### src/rtl/alu_seq_shifter.sv
// Multi-cycle LSL/LSR/ASR/ROR shift unit beside the alu, shifting up to STEP bits per clock.
// Latency: max(1, ceil(k/STEP)) clocks from the accepting edge to the done pulse.
// Backpressure: busy is high while shifting and start is ignored then; start is accepted in IDLE or DONE.
module alu_seq_shifter #(
    parameter int W    = 16,
    parameter int STEP = 1
) (
    input  logic         clk,
    input  logic         rst,
    input  logic         start,
    input  logic [4:0]   alu_op,
    input  logic [W-1:0] operandA,
    input  logic [W-1:0] operandB,
    output logic         busy,
    output logic         done,
    output logic [W-1:0] resultAccumulator,
    output logic [3:0]   flags
);

    // Remaining-count width must hold the value W itself (saturated amount).
    localparam int RW = $clog2(W + 1);

    localparam logic [4:0]    OP_LSL = 5'b00011;
    localparam logic [4:0]    OP_LSR = 5'b00100;
    localparam logic [4:0]    OP_ASR = 5'b00101;
    localparam logic [4:0]    OP_ROR = 5'b00110;

    localparam logic [W-1:0]  W_VAL  = W'(W);
    localparam logic [RW-1:0] W_R    = RW'(W);
    localparam logic [RW-1:0] STEP_R = RW'(STEP);

    typedef enum logic [1:0] {
        S_IDLE  = 2'd0,
        S_SHIFT = 2'd1,
        S_DONE  = 2'd2
    } state_t;

    state_t         r_state;
    state_t         w_next;

    logic [4:0]     r_op;
    logic [W-1:0]   r_opa;
    logic [W-1:0]   r_work;
    logic [RW-1:0]  r_rem;

    logic           w_accept;
    logic           w_supported;
    logic [W-1:0]   w_mod;
    logic [RW-1:0]  w_k;
    logic           w_zero_path;

    logic [RW-1:0]  w_s;
    logic           w_last;
    logic [2*W-1:0] w_ext;
    logic [W-1:0]   w_step_res;
    logic           w_step_c;
    logic [3:0]     w_fin_flags;

    // Effective amount: ROR wraps modulo W, the linear shifts saturate at W.
    always_comb begin
        w_accept    = start && ((r_state == S_IDLE) || (r_state == S_DONE));
        w_supported = (alu_op == OP_LSL) || (alu_op == OP_LSR) ||
                      (alu_op == OP_ASR) || (alu_op == OP_ROR);
        w_mod       = operandB % W_VAL;
        if (alu_op == OP_ROR) begin
            w_k = w_mod[RW-1:0];
        end else if (operandB >= W_VAL) begin
            w_k = W_R;
        end else begin
            w_k = operandB[RW-1:0];
        end
        w_zero_path = !w_supported || (w_k == '0);
    end

    // One shift step of min(STEP, remaining) positions, with the last bit shifted out.
    always_comb begin
        w_s        = (r_rem > STEP_R) ? STEP_R : r_rem;
        w_last     = (r_rem == w_s);
        w_ext      = '0;
        w_step_res = r_work;
        w_step_c   = 1'b0;
        case (r_op)
            OP_LSL: begin
                // Upper half collects the bits pushed out; its LSB is the last one.
                w_ext      = {{W{1'b0}}, r_work} << w_s;
                w_step_res = w_ext[W-1:0];
                w_step_c   = w_ext[W];
            end
            OP_LSR: begin
                w_ext      = {r_work, {W{1'b0}}} >> w_s;
                w_step_res = w_ext[2*W-1:W];
                w_step_c   = w_ext[W-1];
            end
            OP_ASR: begin
                w_ext      = $signed({r_work, {W{1'b0}}}) >>> w_s;
                w_step_res = w_ext[2*W-1:W];
                w_step_c   = w_ext[W-1];
            end
            OP_ROR: begin
                w_ext      = {r_work, r_work} >> w_s;
                w_step_res = w_ext[W-1:0];
                w_step_c   = w_ext[W-1];
            end
            default: begin
                w_ext      = '0;
                w_step_res = r_work;
                w_step_c   = 1'b0;
            end
        endcase
        w_fin_flags = {w_step_res[W-1],
                       (w_step_res == '0),
                       w_step_c,
                       (r_op == OP_LSL) && (w_step_res[W-1] != r_opa[W-1])};
    end

    // State register; reset dominates everything, including start.
    always_ff @(posedge clk) begin
        if (rst) begin
            r_state <= S_IDLE;
        end else begin
            r_state <= w_next;
        end
    end

    // Next-state and handshake outputs.
    always_comb begin
        w_next = r_state;
        busy   = 1'b0;
        done   = 1'b0;
        case (r_state)
            S_IDLE: begin
                if (start) begin
                    w_next = w_zero_path ? S_DONE : S_SHIFT;
                end
            end
            S_SHIFT: begin
                busy = 1'b1;
                if (w_last) begin
                    w_next = S_DONE;
                end
            end
            S_DONE: begin
                done = 1'b1;
                if (start) begin
                    w_next = w_zero_path ? S_DONE : S_SHIFT;
                end else begin
                    w_next = S_IDLE;
                end
            end
            default: begin
                w_next = S_IDLE;
            end
        endcase
    end

    // Operand capture, stepwise shifting, and result/flag update on completion only.
    always_ff @(posedge clk) begin
        if (rst) begin
            r_op              <= '0;
            r_opa             <= '0;
            r_work            <= '0;
            r_rem             <= '0;
            resultAccumulator <= '0;
            flags             <= '0;
        end else if (w_accept) begin
            r_op   <= alu_op;
            r_opa  <= operandA;
            r_work <= operandA;
            r_rem  <= w_k;
            if (w_zero_path) begin
                // Nothing shifted out: carry and overflow stay clear.
                resultAccumulator <= operandA;
                flags             <= {operandA[W-1], (operandA == '0), 2'b00};
            end
        end else if (r_state == S_SHIFT) begin
            r_work <= w_step_res;
            r_rem  <= r_rem - w_s;
            if (w_last) begin
                resultAccumulator <= w_step_res;
                flags             <= w_fin_flags;
            end
        end
    end

endmodule
### config.mk
export PLATFORM = sky130hd
export DESIGN_NAME = alu_seq_shifter
export DESIGN_NICKNAME = d
export VERILOG_FILES = /design/src/rtl/alu_seq_shifter.sv
export SDC_FILE = /design/constraint.sdc
export NUM_CORES = 1
export LEC_CHECK = 0
export ABC_AREA = 1
export CAP_MARGIN = 20
export CORE_ASPECT_RATIO = 0.75
export CORE_MARGIN = 3
export CORE_UTILIZATION = 50
export CTS_CLUSTER_DIAMETER = 150
export CTS_CLUSTER_SIZE = 16
export DETAILED_ROUTE_END_ITERATION = 8
export GPL_ROUTABILITY_DRIVEN = 0
export HOLD_SLACK_MARGIN = 0.1
export PLACE_DENSITY_LB_ADDON = 0.15
export SLEW_MARGIN = 0
export SYNTH_ARGS = -nofsm -noshare
export SYNTH_HDL_FRONTEND = slang
export SYNTH_SLANG_ARGS = --single-unit
### constraint.sdc
create_clock -name clk -period 3 [get_ports clk]
set_clock_uncertainty 0.1 [all_clocks]
set_input_delay 0.9 -clock clk [delete_from_list [all_inputs] [get_ports clk]]
set_output_delay 0.9 -clock clk [all_outputs]
set_load 0.05 [all_outputs]
# == Yosys cells after proc, flatten, opt, wreduce, memory -nomap -nowiden ==
# Index checks and enable logic that the tools add are counted.
# classes
n_addsub,1
n_lt_le_gt_ge,2
n_eq_ne,15
shift,4
muxes,24
reduce_logical,16
# ops
operator,count
$mux 16,6
$pmux 16 s4,1
$logic_not 16->1,2
$shr 32x5->16,1
$shr 32x5->32,1
$sshr 32x5->32,1
$eq 5x3->1 const B,6
$mux 5,5
$shl 16x5->17,1
$ge 16x5->1 const B,1
$mux 4,4
$eq 5x2->1 const B,2
$mux 2,4
$pmux 2 s3,1
$eq 5x5->1,1
$gt 5x1->1 const B,1
$logic_not 5->1,1
$logic_or 1x1->1,5
$sub 5x5->5,1
$ne 2x2->1 const B,2
$pmux 1 s4,1
$reduce_bool 2->1,2
$reduce_and 3->1,1
$eq 2x1->1 const B,1
8 further kinds,10
# word_totals
register_bits,64
in_bits,40
word_cells,69

# == Longest topological paths before layout ==
# depth
ltp_word,9
depth_mapped,13

# == Worst setup path before layout ==
# OpenSTA, ideal clock, no wires.
# synth_timing
path_kind,input port to flip-flop
start,input port alu_op[3]
end,register resultAccumulator[10]
setup_ns,0.116
arrival_ns,1.892
setup_slack_ns,0.892
path_stages,11
path_cell_list,nor3_1 -> nand3_1 -> nand2_1 -> nand3_1 -> nand2_1 -> nand2_1 -> nand2_1 -> inv_2 -> buf_2 -> nor2_1 -> nor2_1
# synth_via
elab_chain_len,8
# synth_lines
item,line,text
"start, declared",11,"input logic [4:0] alu_op,"
"parallel branches: the longest is 5 deep, another holds $eq 5x3->1",-,
$logic_or 1x1->1 (*),72,w_zero_path = !w_supported || (w_k == '0);
$ne 2x1->1 (no line) (*),-,
$reduce_and 3->1 (no line) (*),-,
"end signal, assigned",172,resultAccumulator <= operandA;
"end signal, assigned",179,resultAccumulator <= w_step_res;
"end, declared",16,"output logic [W-1:0] resultAccumulator,"
# Every way passes the cells marked *.
# A chain may end at the register's enable or synchronous reset.

# == Final worst setup path ==
# layout_timing
start,register r_state[0]
end,output port busy
# layout_via
elab_chain_len,2
# layout_lines
item,line,text
"start, declared",38,state_t r_state;
"start signal, assigned",121,r_state <= w_next;
$eq 2x1->1,130,case (r_state)
$mux 1,130,
"end, declared",14,"output logic busy,"
# No other way between the ends.

==> metrics.md <==
| Metric | Value |
|---|---|
| Max Buffers Root-to-Sink | 2 |
| Crit-path max FO | 6 |
| Clk Latency, worst-skew pair | 310 ps |
| Antenna diodes | 0 |
| Starting Density | 52.22% |
| Top-count cell post-synth | nand2_1 |
| Drt wl/cell | 14.07 um |
| Die width | 92.80 um |
| Max_cap viols | 0 |
| Top FF cell, synth | dfxtp_1 |
| Measured slew at the worst slew-check pin | 518.9 ps |
| Hold Violations, Final | 0 |
| # IOs | 62 |
| Final Setup Violations | 0 |
| Setup TNS | 0 ps |
| Critical path class | reg -> out |
| Htree depth | 2 |
| Post-synthesis cell type count | 33 |
| Yosys top cell area share | 34.01% |
| Synth Register Bits | 48 |
| First-pass GRT wire length | 13,560 um |
| Ys Warns | 0 |
| Grt ovf | 0 |
| Peak supply drop | 0.4203 mV |
| Finished Layout Cells | 583 |
| Endpoint class of the critical path | output pin |
| Die area | 6598 um2 |
| GRT Total Usage | 25.57% |
| Crit share post-route | 93.28% |
| Slew margin rel. | 65.30% |
| Slew Limit Fails | 0 |
| Nets@finish | 548 |
| Layout cells sized above 1 | 8.465% |
| Leakage power | 1.630 nW |
| Synth top area cells | dfxtp_1, nand2_1, nor2_1 |
| Worst hold path class | reg -> reg |
| Post-CTS setup buffers | 0 |
| Vias per inst | 5.355 |
| Vias in the first global route | 2,795 |
| Routed Wire Length | 8200 um |
| Post-Place Setup Slack | 181.1 ps |
| Core Util, Final | 66.63% |
| Post-DP HPWL | 6150 um |
| Syn nets | 492 |
| Syn Inst Count | 451 |
| Post-synth EDFFs | 0 |
| Area grow syn2layout | 27.59% |
| Register area share after synthesis | 34.01% |
| Mapped Avg Cell Area | 6.264 um2 |
| CTS tree | done |
| Hold buffers post-CTS | 0 |
| Num Clock Sinks | 48 |
| DRT iter0 DRCs | 305 |
| Post-DP Area | 3490 um2 |
| Fin crit period | 2798 ps |
| Commonest cells post-synth | nand2_1, nor2_1, dfxtp_1, inv_1, o21ai_0 |
| Largest net degree at the start of global routing | 32 |
| Fin worst setup slack | 201.6 ps |
| Peak Freq | 357.3 MHz |
| # resized after CTS | 0 |
| Initial antenna violation count | 0 |
| Critical path data required time | 2000 ps |
| Antenna Nets Post-Route | 0 |
| Vias | 3,122 |
| Unrepaired setup endpoints after global routing | false |
| DRC Markers | 0 |
| Clock-pin slew on the worst setup and hold paths | 90 ps |
| Total CTS buffers | 5 |
| Row count | 23 |
| DR pass1 iterations | 5 |
| Die Y | 71.10 um |
| Placeable Area | 5410 um2 |
| Status | finished, final reports clean |
| Synth Cell Area | 2825 um2 |
| Crit path DAT | 1800 ps |
| Fin area | 3605 um2 |
| Cell total after placement | 575 |
| Asr flop ratio synth | 0% |
| Area leader, netlist | dfxtp_1 |
| Power Dens Cells | 513.5 nW/um2 |
| Root Driver | clkbuf_8 |
| Startpoint type of the worst setup path | flip-flop |
| Input/output buffers | 61 |
path summary, 6_finish.rpt:
check | start | endpoint | depth (start not counted) | slack, ps
max | r_state[0] | busy | 3 | 200
min | flags[1] | flags[1] | 2 | 380
max reg2reg | r_rem[3] | flags[2] | 11 | 760
min reg2reg | flags[1] | flags[1] | 2 | 380
cell families after synthesis:
| group | share of synthesized area (%) |
|---|---|
| buffers and inverters | 11.82 |
| AND/OR/NAND/NOR | 35.30 |
| flip-flops | 34.01 |
| AO/OA/AOI/OAI | 17.80 |
| adder cells (fa/ha/maj) | 0.4428 |
| XOR/XNOR | 0.6201 |
worst max-delay path, cell delays in order (launching register included):
cell and delay, ps:
dfxtp_1 340, inv_1 60, nor2_2 230, clkdlybuf4s50_1 860
layout by cell type (no fill, tap or decap), types with 4 or more instances in the layout:
master / n
o21ai_0: 34
clkbuf_8: 5
nand2_2: 6
nand3_1: 29
inv_2: 5
clkdlybuf4s50_1: 61
o21ai_1: 13
nand2_1: 127
nor2_2: 4
nor2_1: 56
inv_1: 48
buf_4: 9
nand3_2: 4
dfxtp_1: 48
nor4_1: 4
o211ai_1: 15
a21oi_1: 14
routing by layer:
layer	track usage [%]	part of all wire (%)
met4	5.691	0.91
met3	5.739	9.0
met5	0	0
met1	39.54	48
met2	35.91	42
cell type report:
type                       count  area (um2)
sequential                    48       960.9
clock buffer                   5       68.82
clock inverter                 3       46.29
multi-input combinational    326        1530
timing repair buffer          71       698.2
fill                         530        1805
tap                           75       93.84
inverter                      55       206.4
where the power goes:
part	internal (mW)	leakage (nW)	switching [mW]	total, mW
logic	0.223	1.18	0.405	0.627
registers	0.694	0.397	0.0312	0.725
clock network	0.252	0.0548	0.247	0.498
total	1.17	1.63	0.683	1.85
flip-flops by register name, indices dropped and copies added, names as in the netlist:
name / flops
r_work: 16
resultAccumulator: 16
r_op: 5
r_rem: 5
flags: 3
r_state: 2
r_opa: 1
per-stage QoR:
stage                     hold WS, ps  power [mW]
final                           378.6       1.851
after global routing            402.0       1.952
after CTS                       378.2       1.847
after floorplan                 357.9       1.162
after global placement          360.5       1.343
after detailed placement        355.6       1.352
Power figures use the tool's default switching activity.
